[src/rtl/spi_pkg.sv]
// rtl/spi_pkg.sv - shared SPI link state encoding and constants
package spi_pkg;

  typedef enum logic [2:0] {
    ST_IDLE,
    ST_SETUP,
    ST_HIGH,
    ST_LOW,
    ST_HOLD,
    ST_GAP
  } spi_host_state_t;

  localparam bit SPI_CPOL       = 1'b0;
  localparam bit SPI_CPHA       = 1'b0;
  localparam int SPI_WORD_W_DEF = 8;

endpackage

[src/rtl/spi_tick_gen.sv]
// rtl/spi_tick_gen.sv - half-period counter, one-cycle tick every CLK_DIV enabled cycles
module spi_tick_gen #(
  parameter int CLK_DIV = 4,
  parameter int CNT_W   = $clog2(CLK_DIV)
) (
  input  logic             clk,
  input  logic             rst_n,
  input  logic             en,
  input  logic             start,
  output logic             tick,
  output logic [CNT_W-1:0] count
);

  localparam logic [CNT_W-1:0] LAST = CNT_W'(CLK_DIV - 1);

  assign tick = en && (count == LAST);

  // Cleared on every tick so each phase starts from zero; never wraps mid-phase.
  always_ff @(posedge clk or negedge rst_n) begin
    if (!rst_n) begin
      count <= '0;
    end else if (start || !en || tick) begin
      count <= '0;
    end else begin
      count <= count + 1'b1;
    end
  end

endmodule

[src/rtl/spi_host.sv]
// rtl/spi_host.sv - SPI mode-0 host, MSB first; SPI_HOST_BURST_EN keeps cs low across back-to-back words
module spi_host
  import spi_pkg::*;
#(
  parameter int CLK_DIV = 4,
  parameter int WORD_W  = SPI_WORD_W_DEF
) (
  input  logic              clk,
  input  logic              rst_n,
  input  logic [WORD_W-1:0] tx_data,
  input  logic              tx_valid,
  output logic              tx_ready,
  output logic              done,
  output logic              busy,
  output logic              spi_clk,
  output logic              mosi,
  output logic              cs
);

  localparam int CNT_W = $clog2(CLK_DIV);
  localparam int BIT_W = $clog2(WORD_W + 1);
`ifdef SPI_HOST_BURST_EN
  localparam bit BURST = 1'b1;
`else
  localparam bit BURST = 1'b0;
`endif

  generate
    if (CLK_DIV < 2) begin : g_bad_div
      $error("spi_host: CLK_DIV must be >= 2");
    end
    if (WORD_W < 1) begin : g_bad_word
      $error("spi_host: WORD_W must be >= 1");
    end
  endgenerate

  spi_host_state_t   state, next_state;
  logic [WORD_W-1:0] shift_q, shift_d;
  logic [BIT_W-1:0]  bit_cnt, bit_cnt_d;
  logic [CNT_W-1:0]  count;
  logic              tick, last_bit, idle_take, burst_take, active;
  logic              cs_d, spi_clk_d, mosi_d, done_d, busy_d, tx_ready_d;

  assign last_bit   = (bit_cnt == BIT_W'(1));
  assign idle_take  = (state == ST_IDLE) && tx_valid && tx_ready;
  assign burst_take = BURST && (state == ST_HIGH) && tick && last_bit && tx_valid && tx_ready;

  spi_tick_gen #(.CLK_DIV(CLK_DIV), .CNT_W(CNT_W)) u_tick (
    .clk   (clk),
    .rst_n (rst_n),
    .en    (state != ST_IDLE),
    .start (idle_take),
    .tick  (tick),
    .count (count)
  );

  always_ff @(posedge clk or negedge rst_n) begin
    if (!rst_n) state <= ST_IDLE;
    else        state <= next_state;
  end

  // bit_cnt holds the bits still to clock out, including the one on mosi now.
  always_comb begin
    next_state = state;
    shift_d    = shift_q;
    bit_cnt_d  = bit_cnt;
    case (state)
      ST_IDLE: if (idle_take) begin
        next_state = ST_SETUP;
        shift_d    = tx_data;
        bit_cnt_d  = BIT_W'(WORD_W);
      end
      ST_SETUP: if (tick) next_state = ST_HIGH;
      ST_HIGH: if (tick) begin
        if (!last_bit) begin
          next_state = ST_LOW;
          shift_d    = shift_q << 1;
          bit_cnt_d  = bit_cnt - 1'b1;
        end else if (burst_take) begin
          next_state = ST_LOW;
          shift_d    = tx_data;
          bit_cnt_d  = BIT_W'(WORD_W);
        end else begin
          next_state = ST_HOLD;
        end
      end
      ST_LOW:  if (tick) next_state = ST_HIGH;
      ST_HOLD: if (tick) next_state = ST_GAP;
      ST_GAP:  if (tick) next_state = ST_IDLE;
      default: next_state = ST_IDLE;
    endcase
  end

  // Outputs are derived from the next state so every pin comes straight off a flop.
  always_comb begin
    active     = next_state inside {ST_SETUP, ST_HIGH, ST_LOW, ST_HOLD};
    cs_d       = !active;
    spi_clk_d  = (next_state == ST_HIGH);
    mosi_d     = active ? shift_d[WORD_W-1] : 1'b0;
    done_d     = ((state == ST_HOLD) && tick) || burst_take;
    busy_d     = (next_state != ST_IDLE);
    tx_ready_d = (next_state == ST_IDLE) ||
                 (BURST && (state == ST_HIGH) && last_bit && (count == CNT_W'(CLK_DIV - 2)));
  end

  always_ff @(posedge clk or negedge rst_n) begin
    if (!rst_n) begin
      shift_q  <= '0;
      bit_cnt  <= '0;
      cs       <= 1'b1;
      spi_clk  <= 1'b0;
      mosi     <= 1'b0;
      done     <= 1'b0;
      busy     <= 1'b0;
      tx_ready <= 1'b1;
    end else begin
      shift_q  <= shift_d;
      bit_cnt  <= bit_cnt_d;
      cs       <= cs_d;
      spi_clk  <= spi_clk_d;
      mosi     <= mosi_d;
      done     <= done_d;
      busy     <= busy_d;
      tx_ready <= tx_ready_d;
    end
  end

endmodule

[config.mk]
export PLATFORM = sky130hd
export DESIGN_NAME = spi_host
export DESIGN_NICKNAME = d
export VERILOG_FILES = /design/src/rtl/spi_pkg.sv /design/src/rtl/spi_tick_gen.sv /design/src/rtl/spi_host.sv
export SDC_FILE = /design/constraint.sdc
export NUM_CORES = 1
export LEC_CHECK = 0
export BUFFER_PORTS_ARGS = -buffer_cell sky130_fd_sc_hd__buf_2
export CAP_MARGIN = 25
export CELL_PAD_IN_SITES_DETAIL_PLACEMENT = 1
export CELL_PAD_IN_SITES_GLOBAL_PLACEMENT = 2
export CORE_ASPECT_RATIO = 1.5
export CORE_MARGIN = 2
export CORE_UTILIZATION = 36
export CTS_BUF_LIST = sky130_fd_sc_hd__clkbuf_4 sky130_fd_sc_hd__clkbuf_8 sky130_fd_sc_hd__clkbuf_16
export CTS_CLUSTER_DIAMETER = 120
export DETAILED_ROUTE_END_ITERATION = 8
export PLACE_DENSITY_LB_ADDON = 0.15
export SKIP_CTS_REPAIR_TIMING = 1
export SYNTH_ARGS = -nofsm -noshare
export SYNTH_HDL_FRONTEND = slang
export SYNTH_HIERARCHICAL = 1
export SYNTH_SLANG_ARGS = --single-unit
[constraint.sdc]
create_clock -name clk -period 2.2 [get_ports clk]
set_input_delay 0.33 -clock clk [delete_from_list [all_inputs] [get_ports clk]]
set_output_delay 0.33 -clock clk [all_outputs]
set_load 0.02 [all_outputs]
==> impl_metrics.env <==
export IMPL_status="finished, final reports clean"
export IMPL_cts_sinks=23
export IMPL_clk_path_buf_depth=2
export IMPL_fp_dieW_um=49.8
export IMPL_die_height_um=72.7
export IMPL_post_drt_via_cell_ratio=5.20
export IMPL_cp_data_arrival_time_ps=2020
export IMPL_critPathTopFamily="simple AND/OR/NAND/NOR gates"
export IMPL_cts_root_buffer="clkbuf_8"
export IMPL_crit_buf_inv=0
export IMPL_syn_inst=99
export IMPL_grt_busiest_layer="met2"
export IMPL_setup_tns_ps=0
export IMPL_yosysMostFrequentCell="dfrtp_1"
export IMPL_ys_ff_latch=23
export IMPL_async_reset_ff_share_pct=100
export IMPL_path_cells="or3_4 > and2_1 > and2_1 > and3_4 > a22o_1 > a21o_1"
export IMPL_n_antenna_cell=0
export IMPL_grt_util_met3_pct=2.66
export IMPL_rr_worst_depth=6
export IMPL_clockPowerShare_pct=20.6
export IMPL_synth_top_area_share_pct=46.5
export IMPL_vias=806
export IMPL_use_met1_pct=15.0
export IMPL_setup_viol=0
export IMPL_final_hold_viol_count=0
export IMPL_initial_utilization_pct=38.4
export IMPL_synth_edff_count=0
export IMPL_power_frac_comb_pct=34.6
export IMPL_worst_pin_slew_ps=508
export IMPL_grt_use_total_pct=14.5
export IMPL_hpwl_mm=1.71
export IMPL_syn_area_sq_um=1130
export IMPL_fmax_ghz=0.535
export IMPL_grt_util_met2_pct=28.3
export IMPL_synth_area_leader_cell="dfrtp_1"
export IMPL_crit_path_start_kind="flop"
export IMPL_cp_num_cells=6
export IMPL_rsz0062_at_grt="no"
export IMPL_cpPeakStageDelay_ps=410
export IMPL_critPathKind="reg -> reg"
export IMPL_place_port_buffers=16
export IMPL_vdd_drop_max_mv=0.440
export IMPL_antenna_left=0
export IMPL_grt_max_degree=24
export IMPL_area_growth_pct=12.8
export IMPL_fin_skew_ps=2.81
export IMPL_slew_headroom_pct=66.1
export IMPL_place_gp_congestion=0.808
export IMPL_cp_common_cell="and2_1"
export IMPL_hp_class="in -> async"
export IMPL_worst_slack_ps=332
export IMPL_drt_first_pass_iters=4
export IMPL_dp_slack_ps=360
export IMPL_cp_end_kind="flop"
export IMPL_seqPwrFrac_pct=44.8
export IMPL_tritoncts="done"
export IMPL_yosys_top_cells_count="21 x dfrtp_1, 8 x a22o_1, 6 x a21o_1, 6 x nor2_1, 5 x inv_1"
export IMPL_critPathSlowestCell="or3_4"
export IMPL_nNetsFinal=131
export IMPL_synth_net_count=113
export IMPL_drt_total_wl_mm=2.22
export IMPL_drive_above_1_share_pct=28.4
export IMPL_max_cap_violations=0
export IMPL_drc_errors=0
export IMPL_netSwitchingPower_uw=440
export IMPL_wire_per_inst_um=14.3
export IMPL_period_minus_slack_ps=1870
export IMPL_synth_ff_type="dfrtp_1"
export IMPL_ioPinCount=17
export IMPL_core_area_sq_um=2940
export IMPL_antenna_found_initial=0
export IMPL_synth_avg_cell_area_sq_um=11.4
export IMPL_grt_pass1_wl_mm=4.02
export IMPL_p_int_uw=875
export IMPL_p_leak_uw=0.000614
export IMPL_ys_top_cells_by_area="dfrtp_1 46%, a22o_1 6.2%, dfstp_2 4.6%"
export IMPL_cts_buffers=3
export IMPL_required_ps=2350
export IMPL_grt_pass1_vias=902
export IMPL_h_tree_depth=1
export IMPL_die_area_sq_um=3620
export IMPL_period_share_pct=84.9
export IMPL_swShare_pct=33.5
export IMPL_overflow=0
export IMPL_ys_seq_area_share_pct=51.1
export IMPL_ys_types=36
export IMPL_drt_iter0_markers=6
export IMPL_slew_violations=0
export IMPL_clk_latency_ps=260
export IMPL_synth_warnings=6
export IMPL_rows=24
export IMPL_p_per_area_nw_per_um2=1030
export IMPL_crit_fanout=11
export IMPL_clk_pin_slew_ps=80
-- worst register-to-register path, delay by kind of cell, from the launching register on --
kind | cells | cell delay (ps)
compound gates | 2 | 350
flops | 1 | 390
simple gates | 4 | 1030
-- cells in the final DEF (no fill, tap or decap), drive strengths merged, types with 2 or more instances in the layout --
cell,synthesis,layout
o21ai,2,2
buf,4,19
dfrtp,21,21
a211oi,2,2
nor3,3,3
dfstp,2,2
and2,2,2
nor2,7,7
nor2b,2,2
inv,5,5
ha,3,3
a22o,8,8
a21oi,4,4
a31oi,2,2
nand3b,4,4
a21o,6,6
nand2,4,4
nor4b,2,2
clkbuf,2,4
nand4,2,2
-- power groups by stage --
stage / Clock, uW / Combinational, uW / Sequential, uW
after floorplan: 0 / 309 / 625
after global placement: 0 / 461 / 595
after detailed placement: 0 / 464 / 600
after CTS: 284 / 467 / 591
after global routing: 303 / 519 / 605
final: 271 / 455 / 590
-- worst paths after layout --
kind / startpoint / to / slack (ps)
worst max-delay path: state[1] / shift_q[6] / 330
max in group asynchronous: rst_n / cs / 1810
min in group clk: tx_data[0] / shift_q[0] / 300
worst min register to register: u_tick/count[0] / u_tick/count[0] / 460
worst min-delay path: rst_n / busy / 30
worst max register to register: state[1] / shift_q[6] / 330
-- cells by family (layout without fill, tap and decap cells) --
logic type | Yosys count | in the layout | synth area share, %
AND/OR/NAND/NOR | 31 | 31 | 18.4
AO/OA/AOI/OAI | 27 | 27 | 17.3
flip-flops | 23 | 23 | 51.1
buffers and inverters | 12 | 29 | 7.30
adder cells (fa/ha/maj) | 3 | 3 | 3.32
multiplexers | 2 | 2 | 1.88
XOR/XNOR | 1 | 1 | 0.774
-- metal layers --
metal,wire length [um],up-vias
li1,-,388
met1,857,405
met2,1280,11
met3,56,2
met4,19,0
met5,0,-
-- metrics by stage --
step / power, uW / util, % / cell area, sq um / hold WS [ps] / instances
global route: 1430 / 43.4 / 1280 / 60.1 / 155
finish: 1320 / 43.4 / 1280 / 30.7 / 155
CTS: 1340 / 43.4 / 1280 / 47.3 / 155
floorplan: 933 / - / 1130 / 34.4 / 99
global placement: 1060 / 41.7 / 1230 / 339 / 151
detailed placement: 1060 / 41.7 / 1230 / 339 / 151
-- layout make-up --
type	count	area [sq um]
clock buffer	4	48.8
fill	364	1670
inverter	6	27.5
multi-input combinational	64	470
sequential	23	578
tap	39	48.8
timing repair buffer	19	103
-- sequential cells by signal, summed over array words and instances (netlist names) --
register and flops:
spi_clk 1, done 1, state 3, u_tick/count 2, cs 1, tx_ready 1
mosi 1, bit_cnt 4, busy 1, shift_q 8
No activity file was read; power rests on OpenSTA's default activity.
